<file path="config.mk">
export PLATFORM = sky130hd
export DESIGN_NAME = shift_add_multiplier
export DESIGN_NICKNAME = d
export VERILOG_FILES = /design/src/rtl/shift_add_multiplier.sv
export SDC_FILE = /design/constraint.sdc
export NUM_CORES = 1
export LEC_CHECK = 0
export CAP_MARGIN = 25
export CORE_MARGIN = 10
export CORE_UTILIZATION = 30
export CTS_BUF_LIST = sky130_fd_sc_hd__clkbuf_8
export CTS_CLUSTER_DIAMETER = 50
export DETAILED_ROUTE_END_ITERATION = 16
export DONT_BUFFER_PORTS = 1
export GPL_TIMING_DRIVEN = 0
export PLACE_DENSITY_LB_ADDON = 0.1
export SYNTH_ARGS = -nofsm -noshare
export SYNTH_HDL_FRONTEND = slang
export SYNTH_SLANG_ARGS = --single-unit
</file>
<file path="constraint.sdc">
create_clock -name clk -period 6.8 [get_ports clk]
set_input_delay 0.68 -clock clk [delete_from_list [all_inputs] [get_ports clk]]
set_output_delay 0.68 -clock clk [all_outputs]
set_load 0.005 [all_outputs]
</file>
<file path="src/rtl/shift_add_multiplier.sv">
// Sequential 16x16 unsigned shift-and-add multiplier (MUL execution unit) and the
// 16-bit carry-lookahead adder it uses for each partial-product step.

module cla_adder16 (
  input  logic [15:0] x,
  input  logic [15:0] y,
  input  logic        carry_in,
  output logic [15:0] sum,
  output logic        carry_out
);
  logic [15:0] g, p, c;
  logic [3:0]  gg, gp;
  logic [4:0]  gc;

  assign g = x & y;
  assign p = x ^ y;

  // Two-level lookahead: 4-bit groups, then carries across the groups.
  for (genvar i = 0; i < 4; i++) begin : g_grp
    localparam int B = 4 * i;
    assign c[B]   = gc[i];
    assign c[B+1] = g[B] | (p[B] & gc[i]);
    assign c[B+2] = g[B+1] | (p[B+1] & g[B]) | (p[B+1] & p[B] & gc[i]);
    assign c[B+3] = g[B+2] | (p[B+2] & g[B+1]) | (p[B+2] & p[B+1] & g[B])
                  | ((&p[B+2:B]) & gc[i]);
    assign gg[i]  = g[B+3] | (p[B+3] & g[B+2]) | (p[B+3] & p[B+2] & g[B+1])
                  | ((&p[B+3:B+1]) & g[B]);
    assign gp[i]  = &p[B+3:B];
  end

  assign gc[0] = carry_in;
  assign gc[1] = gg[0] | (gp[0] & gc[0]);
  assign gc[2] = gg[1] | (gp[1] & gg[0]) | ((&gp[1:0]) & gc[0]);
  assign gc[3] = gg[2] | (gp[2] & gg[1]) | ((&gp[2:1]) & gg[0]) | ((&gp[2:0]) & gc[0]);
  assign gc[4] = gg[3] | (gp[3] & gg[2]) | ((&gp[3:2]) & gg[1]) | ((&gp[3:1]) & gg[0])
               | ((&gp[3:0]) & gc[0]);

  assign sum       = p ^ c;
  assign carry_out = gc[4];
endmodule

// state | meaning
// IDLE  | waiting for start; operands captured when it arrives
// RUN   | one add-and-shift iteration per clock, 16 in total
// DONE  | one-cycle done pulse; product/ovf freshly updated
module shift_add_multiplier #(
  parameter int WIDTH = 16,
  parameter int CNT_W = 4
) (
  input  logic               clk,
  input  logic               rst,
  input  logic               start,
  input  logic [WIDTH-1:0]   a,
  input  logic [WIDTH-1:0]   b,
  output logic               busy,
  output logic               done,
  output logic [2*WIDTH-1:0] product,
  output logic               ovf
);
  typedef enum logic [1:0] {IDLE, RUN, DONE} state_t;

  state_t             state, state_nx;
  logic [WIDTH-1:0]   hi, lo, mcand;
  logic [CNT_W-1:0]   count;
  logic [WIDTH-1:0]   add_y, add_sum;
  logic               add_cout;
  logic [2*WIDTH-1:0] shift_nx;
  logic               last_iter;

  assign add_y = lo[0] ? mcand : '0;

  cla_adder16 u_adder (
    .x         (hi),
    .y         (add_y),
    .carry_in  (1'b0),
    .sum       (add_sum),
    .carry_out (add_cout)
  );

  // The adder carry becomes the new top bit, so no partial-sum bit is ever lost.
  assign shift_nx  = {add_cout, add_sum, lo[WIDTH-1:1]};
  assign last_iter = (count == CNT_W'(WIDTH - 1));

  assign busy = (state == RUN);
  assign done = (state == DONE);

  always_ff @(posedge clk) begin
    if (rst) state <= IDLE;
    else     state <= state_nx;
  end

  always_comb begin
    state_nx = state;
    case (state)
      IDLE:    if (start) state_nx = RUN;
      RUN:     if (last_iter) state_nx = DONE;
      DONE:    state_nx = IDLE;
      default: state_nx = IDLE;
    endcase
  end

  always_ff @(posedge clk) begin
    if (rst) begin
      hi      <= '0;
      lo      <= '0;
      mcand   <= '0;
      count   <= '0;
      product <= '0;
      ovf     <= 1'b0;
    end else begin
      case (state)
        IDLE: begin
          if (start) begin
            mcand <= a;
            lo    <= b;
            hi    <= '0;
            count <= '0;
          end
        end
        RUN: begin
          {hi, lo} <= shift_nx;
          count    <= count + CNT_W'(1);
          if (last_iter) begin
            product <= shift_nx;
            ovf     <= |shift_nx[2*WIDTH-1:WIDTH];
          end
        end
        default: ;
      endcase
    end
  end
endmodule

</file>
# ---- After elaboration in Yosys (flattened, before gate mapping)
# Index checks and enable logic that the tools add are counted.
dict set report op_classes {
  add_sub_neg 1
  n_eq_ne 5
  n_mux 10
  bitwise 92
  n_reduce_logical 20
}
# cell count
set op_table {}
lappend op_table {{$pmux 16 s2} 2}
lappend op_table {{$and 1x1->1} 50}
lappend op_table {{$mux 16} 3}
lappend op_table {{$or 1x1->1} 39}
lappend op_table {{$xor 16x16->16} 2}
lappend op_table {{$reduce_and 3->1} 7}
lappend op_table {{$and 16x16->16} 1}
lappend op_table {{$reduce_and 8->1} 2}
lappend op_table {{$reduce_or 16->1} 1}
lappend op_table {{$reduce_and 12->1} 1}
lappend op_table {{$reduce_and 4->1} 3}
lappend op_table {{$pmux 4 s2} 1}
lappend op_table {{$reduce_and 2->1} 4}
lappend op_table {{$add 4x1->4 const B} 1}
lappend op_table {{$eq 4x4->1 const B} 1}
lappend op_table {{$mux 2} 2}
lappend op_table {{$mux 4} 1}
lappend op_table {{$pmux 2 s2} 1}
lappend op_table {{$eq 2x1->1 const B} 1}
lappend op_table {{$eq 2x2->1 const B} 1}
lappend op_table {{$logic_not 2->1} 1}
lappend op_table {{$ne 2x1->1 const B} 1}
lappend op_table {{$ne 2x2->1 const B} 1}
lappend op_table {{$reduce_bool 2->1} 1}
dict set report totals {
  ff_bits 87
  in_bits 35
  output_inout_bits 35
  wordCells 135
}

# ---- Depth between registers and ports, before layout
dict set report depth {
  word_depth 13
  depth_mapped 16
  depth_no_buf 15
}

# ---- Cells and area by module
# Synthesis repeated with hierarchy kept, for this count alone.
dict set report unflattened {
  hier_cells 531
  area_unflattened_um2 4352.9
}
# module instances cells_per_inst area_per_inst_um2 seq_area_each_um2
set modules_own_cells {}
lappend modules_own_cells {shift_add_multiplier 1 435 3592.2 1741.7}
lappend modules_own_cells {cla_adder16 1 96 760.7 0.0}

# ---- Worst setup path after synthesis
# No wires, ideal clock.
dict set report synth_timing {
  kind {register to register}
  startpoint {reg lo[0]}
  endpoint {reg ovf}
  arrival_ps 3603
  slack_ps 3072
  path_stages_with_launch 17
  path_buffers 1
  period_less_slack_ps 3728
  cell_sequence {dfxtp_1 -> clkbuf_1 -> nand2_1 -> inv_1 -> ha_1 -> a21o_1 -> a22o_1 -> a41oi_1 -> o21ai_0 -> a21o_1 -> fa_1 -> nand2b_1 -> nor4_1 -> nand3_1 -> or4_1 -> nor4b_2 -> a31oi_1}
}
dict set report synth_via {
  word_cells_on_any_way 107
  cone_classes {mux (1); bitwise (92); reduce/logical (14)}
}
# item line_no
set synth_rtl {}
lappend synth_rtl {{start: declaration} 63} ;# logic [WIDTH-1:0] hi, lo, mcand;
lappend synth_rtl {{start signal: assignment} 121} ;# {hi, lo} <= shift_nx;
lappend synth_rtl {{$mux 16 *} 70} ;# assign add_y = lo[0] ? mcand : '0;
lappend synth_rtl {{$xor 16x16->16 or $and 16x16->16 (tied branches)} {16, 15}}
lappend synth_rtl {{$and 1x1->1} 26} ;# assign gg[i] = g[B+3] | (p[B+3] & g[B+2]) | (p[B+3] & p[B+2] & g[B+1])
lappend synth_rtl {{$or 1x1->1 or $and 1x1->1 (tied branches)} 26}
lappend synth_rtl {{$or 1x1->1} 26}
lappend synth_rtl {{$or 1x1->1} 27} ;# | ((&p[B+3:B+1]) & g[B]);
lappend synth_rtl {{$and 1x1->1} 34} ;# assign gc[3] = gg[2] | (gp[2] & gg[1]) | ((&gp[2:1]) & gg[0]) | ((&gp[2:0]) & gc[0]);
lappend synth_rtl {{$or 1x1->1 (2 in a row)} 34}
lappend synth_rtl {{$xor 16x16->16 *} 38} ;# assign sum = p ^ c;
lappend synth_rtl {{named net add_sum[12]} 65} ;# logic [WIDTH-1:0] add_y, add_sum;
lappend synth_rtl {{$reduce_or 16->1 *} 125} ;# ovf <= |shift_nx[2*WIDTH-1:WIDTH];
lappend synth_rtl {{end signal: assignment} 125}
lappend synth_rtl {{end: declaration} 58} ;# output logic ovf
# The timed path passes the listed nets; every way through them passes the cells marked *.
# A chain may end at the register's enable or synchronous reset.

# ---- Worst setup path after layout
# Ends and elaborated chain as after synthesis.

==> results.rst <==
.. list-table::
   :header-rows: 1

   * - Metric
     - Value
   * - GR Overflow Total
     - 0
   * - Post-synth ARST share
     - 0%
   * - Post-synthesis net count
     - 542
   * - Crit end category
     - flip-flop
   * - Setup violators final
     - 0
   * - Number of synthesized register bits
     - 87
   * - Part of the total power dissipated in the clock network
     - 38.4%
   * - Final critical-path share of the clock period
     - 67.75%
   * - Fraction of power spent switching nets
     - 26.54%
   * - Std-Cell Core Area
     - 12570 um2
   * - Final Util
     - 33.97%
   * - Detailed-route wire length
     - 11400 um
   * - Number of antenna-violating nets in the routed design
     - 0
   * - Placer Congestion
     - 0.7768
   * - Number of port buffers
     - 0
   * - Per-cell via count in the routed design
     - 4.766
   * - Clock root buffer
     - sky130_fd_sc_hd__clkbuf_8
   * - Worst ir drop on vdd
     - 0.00007500 V
   * - CTS Hold Bufs
     - 0
   * - Die outline area
     - 17750 um2
   * - Crit Path Class
     - reg -> reg
   * - Startpoint of the most critical setup path
     - lo[0]
   * - Fillers
     - 1369
   * - Worst clock skew
     - 0.01527 ns
   * - Number of enable-type register cells in the synthesized netlist
     - 0
   * - Internal power of the cells
     - 0.7375 mW
   * - Setup repair after global routing missed its margin
     - no
   * - P&R area growth vs syn
     - 11.00%
   * - All-layer global routing usage
     - 12.97%
   * - Top-Level Pins
     - 70
   * - Sequential share of power
     - 53.4%
   * - Count of maximum capacitance violations
     - 0
   * - # rows
     - 41
   * - Final TNS setup
     - 0 ns
   * - DRC errors left
     - 0
   * - Actual slew at the worst max-slew pin
     - 0.6224 ns
   * - Antenna violations before repair
     - 0
   * - CTS tree
     - yes
   * - Die outline height
     - 133.2 um
   * - Run status
     - completed
   * - Classification of the worst-slack hold path
     - in -> reg
   * - Final count of hold timing violations
     - 0
   * - Buffers inserted by post-CTS timing repair
     - 0
   * - Total buffers and inverters traversed by the critical path
     - 2
   * - Detailed router's first-iteration violation count
     - 169
   * - Final routed wire length divided by cell count
     - 16.91 um
   * - Biggest fanout along the worst timing path
     - 10
   * - Primary flip-flop cell chosen by synthesis mapping
     - sky130_fd_sc_hd__dfxtp_1
   * - Total standard cell area after synthesis
     - 3846 um2
   * - DR pass1 iterations
     - 4
   * - Final period demand of the worst path
     - 4.607 ns
   * - Worst path top cell family by delay
     - compound AO/OA/AOI/OAI gates
   * - Register-to-register setup slack
     - 2.19 ns
   * - Number of cell instances on the worst register-to-register path
     - 16
   * - Total clock sinks
     - 87
   * - Antenna Cells
     - 0
   * - Capture point of the worst path
     - ovf
   * - Largest cells by area after synthesis
     - sky130_fd_sc_hd__dfxtp_1 (45%), sky130_fd_sc_hd__nand2_1 (11%), sky130_fd_sc_hd__a21oi_1 (9.8%)
   * - CTS clock-pin slew for the worst setup and hold paths
     - 0.09 ns
   * - Relative max-transition margin
     - 58.50%
   * - Fraction of post-synthesis cell area in the top cell type by area
     - 45.28%
   * - Clock buffer count from CTS
     - 9
   * - FMAX
     - 217.1 MHz
   * - Starting density of the core
     - 30.60%
   * - End of the worst register-to-register path
     - ovf
   * - Pin count of the biggest net entering global routing
     - 15
   * - Net total in the final layout
     - 553
   * - Count of distinct cell types in the synthesized netlist
     - 36
   * - Number of instances in the synthesized netlist
     - 486
   * - Leading cell type by number of instances after synthesis
     - sky130_fd_sc_hd__nand2_1
   * - Worst reg2reg startpoint
     - lo[0]
   * - Cell with the biggest individual delay on the critical path
     - sky130_fd_sc_hd__dfxtp_1
   * - YS warnings
     - 0
   * - Cts repair resizes
     - 0
   * - Share of total power in combinational logic
     - 8.2%
   * - Critical path depth in cells
     - 16
   * - Net Switching
     - 0.2665 mW
   * - Via count of the first global-routing pass
     - 3219
   * - Share of synthesized area occupied by flip-flops and latches
     - 45.28%
   * - Power density relative to cell area
     - 235.2 nW/um2
   * - Critical path launch point type
     - flip-flop
   * - Required time reported for the critical path endpoint
     - 7.07 ns
   * - Sequential cell area in the final layout
     - 1742 um2
   * - Buffer levels on the longest clock path
     - 2
   * - Cell type with the highest occurrence count on the critical path
     - sky130_fd_sc_hd__a21o_1
   * - Synthesized area divided by synthesized cell count
     - 7.914 um2
   * - Static power due to leakage
     - 1.614 nW
   * - Die Span X
     - 133.2 um
   * - Insertion delay to the later sink of the worst-skew pair
     - 0.38 ns
   * - Multi-input gate area
     - 1958 um2
   * - Max H-tree Level
     - 3
   * - Total number of vias
     - 3212
   * - CP cell instances
     - clkbuf_1 > nand2_1 > inv_1 > ha_1 > a21o_1 > a22o_1 > a41oi_1 > o21ai_0 > a21o_1 > fa_1 > nand2b_1 > nor4_1 > nand3_1 > or4_1 > nor4b_2 > a31oi_1
   * - Yosys top cell by area
     - sky130_fd_sc_hd__dfxtp_1
   * - First-pass GRT wire length
     - 17820 um
   * - Largest stage delay on the critical path
     - 0.52 ns
   * - Data arrival time at the worst-slack endpoint
     - 4.88 ns
   * - Cell types with the highest counts after synthesis
     - sky130_fd_sc_hd__nand2_1 (111), sky130_fd_sc_hd__dfxtp_1 (87), sky130_fd_sc_hd__a21oi_1 (75), sky130_fd_sc_hd__nor2_1 (47), sky130_fd_sc_hd__clkbuf_1 (30)
   * - Final HPWL from detailed placement
     - 8665 um
   * - Layout cells sized above 1
     - 3.984%
   * - Max-slew violations
     - 0
## power groups by stage
stage,Clock [mW],Sequential (mW),Combinational [mW]
2_1_floorplan,0,0.544,0.0576
3_3_place_gp,0,0.548,0.0833
3_5_place_dp,0,0.549,0.0842
4_1_cts,0.399,0.537,0.0846
5_1_grt,0.417,0.539,0.0945
6_report,0.385,0.536,0.0824
## per-layer routing
metal	track usage [%]	share of wire, %	wire length, um	vias to the layer above
li1	-	-	-	1653
met1	16.19	47	5358	1488
met2	19.92	45	5098	60
met3	4.248	6.4	731	11
met4	5.804	1.8	207	0
met5	0	0	0	-
## registers in the layout, summed over array words and instances (netlist names)
name	cells
product	32
hi	16
lo	16
mcand	16
count	4
state	2
ovf	1
## metrics by stage
stage / hold WS [ns] / cells / cell area (um2) / power [mW] / setup slack [ns]
2_1_floorplan: 0.4317 / 486 / 3846 / 0.6020 / 3.072
3_3_place_gp: 0.4420 / 658 / 4061 / 0.6315 / 2.207
3_5_place_dp: 0.4460 / 658 / 4061 / 0.6328 / 2.163
4_1_cts: 0.4088 / 674 / 4269 / 1.021 / 2.141
5_1_grt: 0.4180 / 674 / 4269 / 1.051 / 1.787
6_report: 0.4304 / 674 / 4269 / 1.004 / 2.193
## cell type report
type / count / share of cell area (%)
multi-input combinational: 360 / 45.87
sequential: 87 / 40.80
buffer: 32 / 2.814
clock buffer: 11 / 3.546
inverter: 7 / 0.6155
tap: 172 / 5.041
clock inverter: 5 / 1.319
## cells by family after synthesis
| logic type | share of synthesized area, % |
|---|---|
| and+or+nand+nor | 24.92 |
| AOI/OAI and AO/OA | 16.10 |
| DFF | 45.28 |
| buffers and inverters | 3.806 |
| adders and majority gates | 7.612 |
| xor gates and xnor gates | 2.277 |
## placed cells by master, fill, tap and decap left out, types with 6 or more instances in the layout
cell type,instances
sky130_fd_sc_hd__nand2_1,111
sky130_fd_sc_hd__dfxtp_1,87
sky130_fd_sc_hd__a21oi_1,75
sky130_fd_sc_hd__nor2_1,47
sky130_fd_sc_hd__clkbuf_1,30
sky130_fd_sc_hd__nand3_1,19
sky130_fd_sc_hd__ha_1,17
sky130_fd_sc_hd__and2_1,16
sky130_fd_sc_hd__clkbuf_8,11
sky130_fd_sc_hd__a22oi_1,9
sky130_fd_sc_hd__nor4_1,8
sky130_fd_sc_hd__o21ai_0,7
sky130_fd_sc_hd__xnor2_1,7
sky130_fd_sc_hd__inv_1,6
## worst min-delay path by stage
stage               from         to  slack [ns]  depth (start not counted)
5_1_grt            a[10]  mcand[10]        0.42                          2
4_1_cts             a[1]   mcand[1]        0.41                          2
3_5_place_dp   mcand[10]  mcand[10]        0.45                          2
6_report            a[7]   mcand[7]        0.43                          2
2_1_floorplan   mcand[0]   mcand[0]        0.43                          2
3_3_place_gp    mcand[7]   mcand[7]        0.44                          2
(Power assumes the default switching activity.)
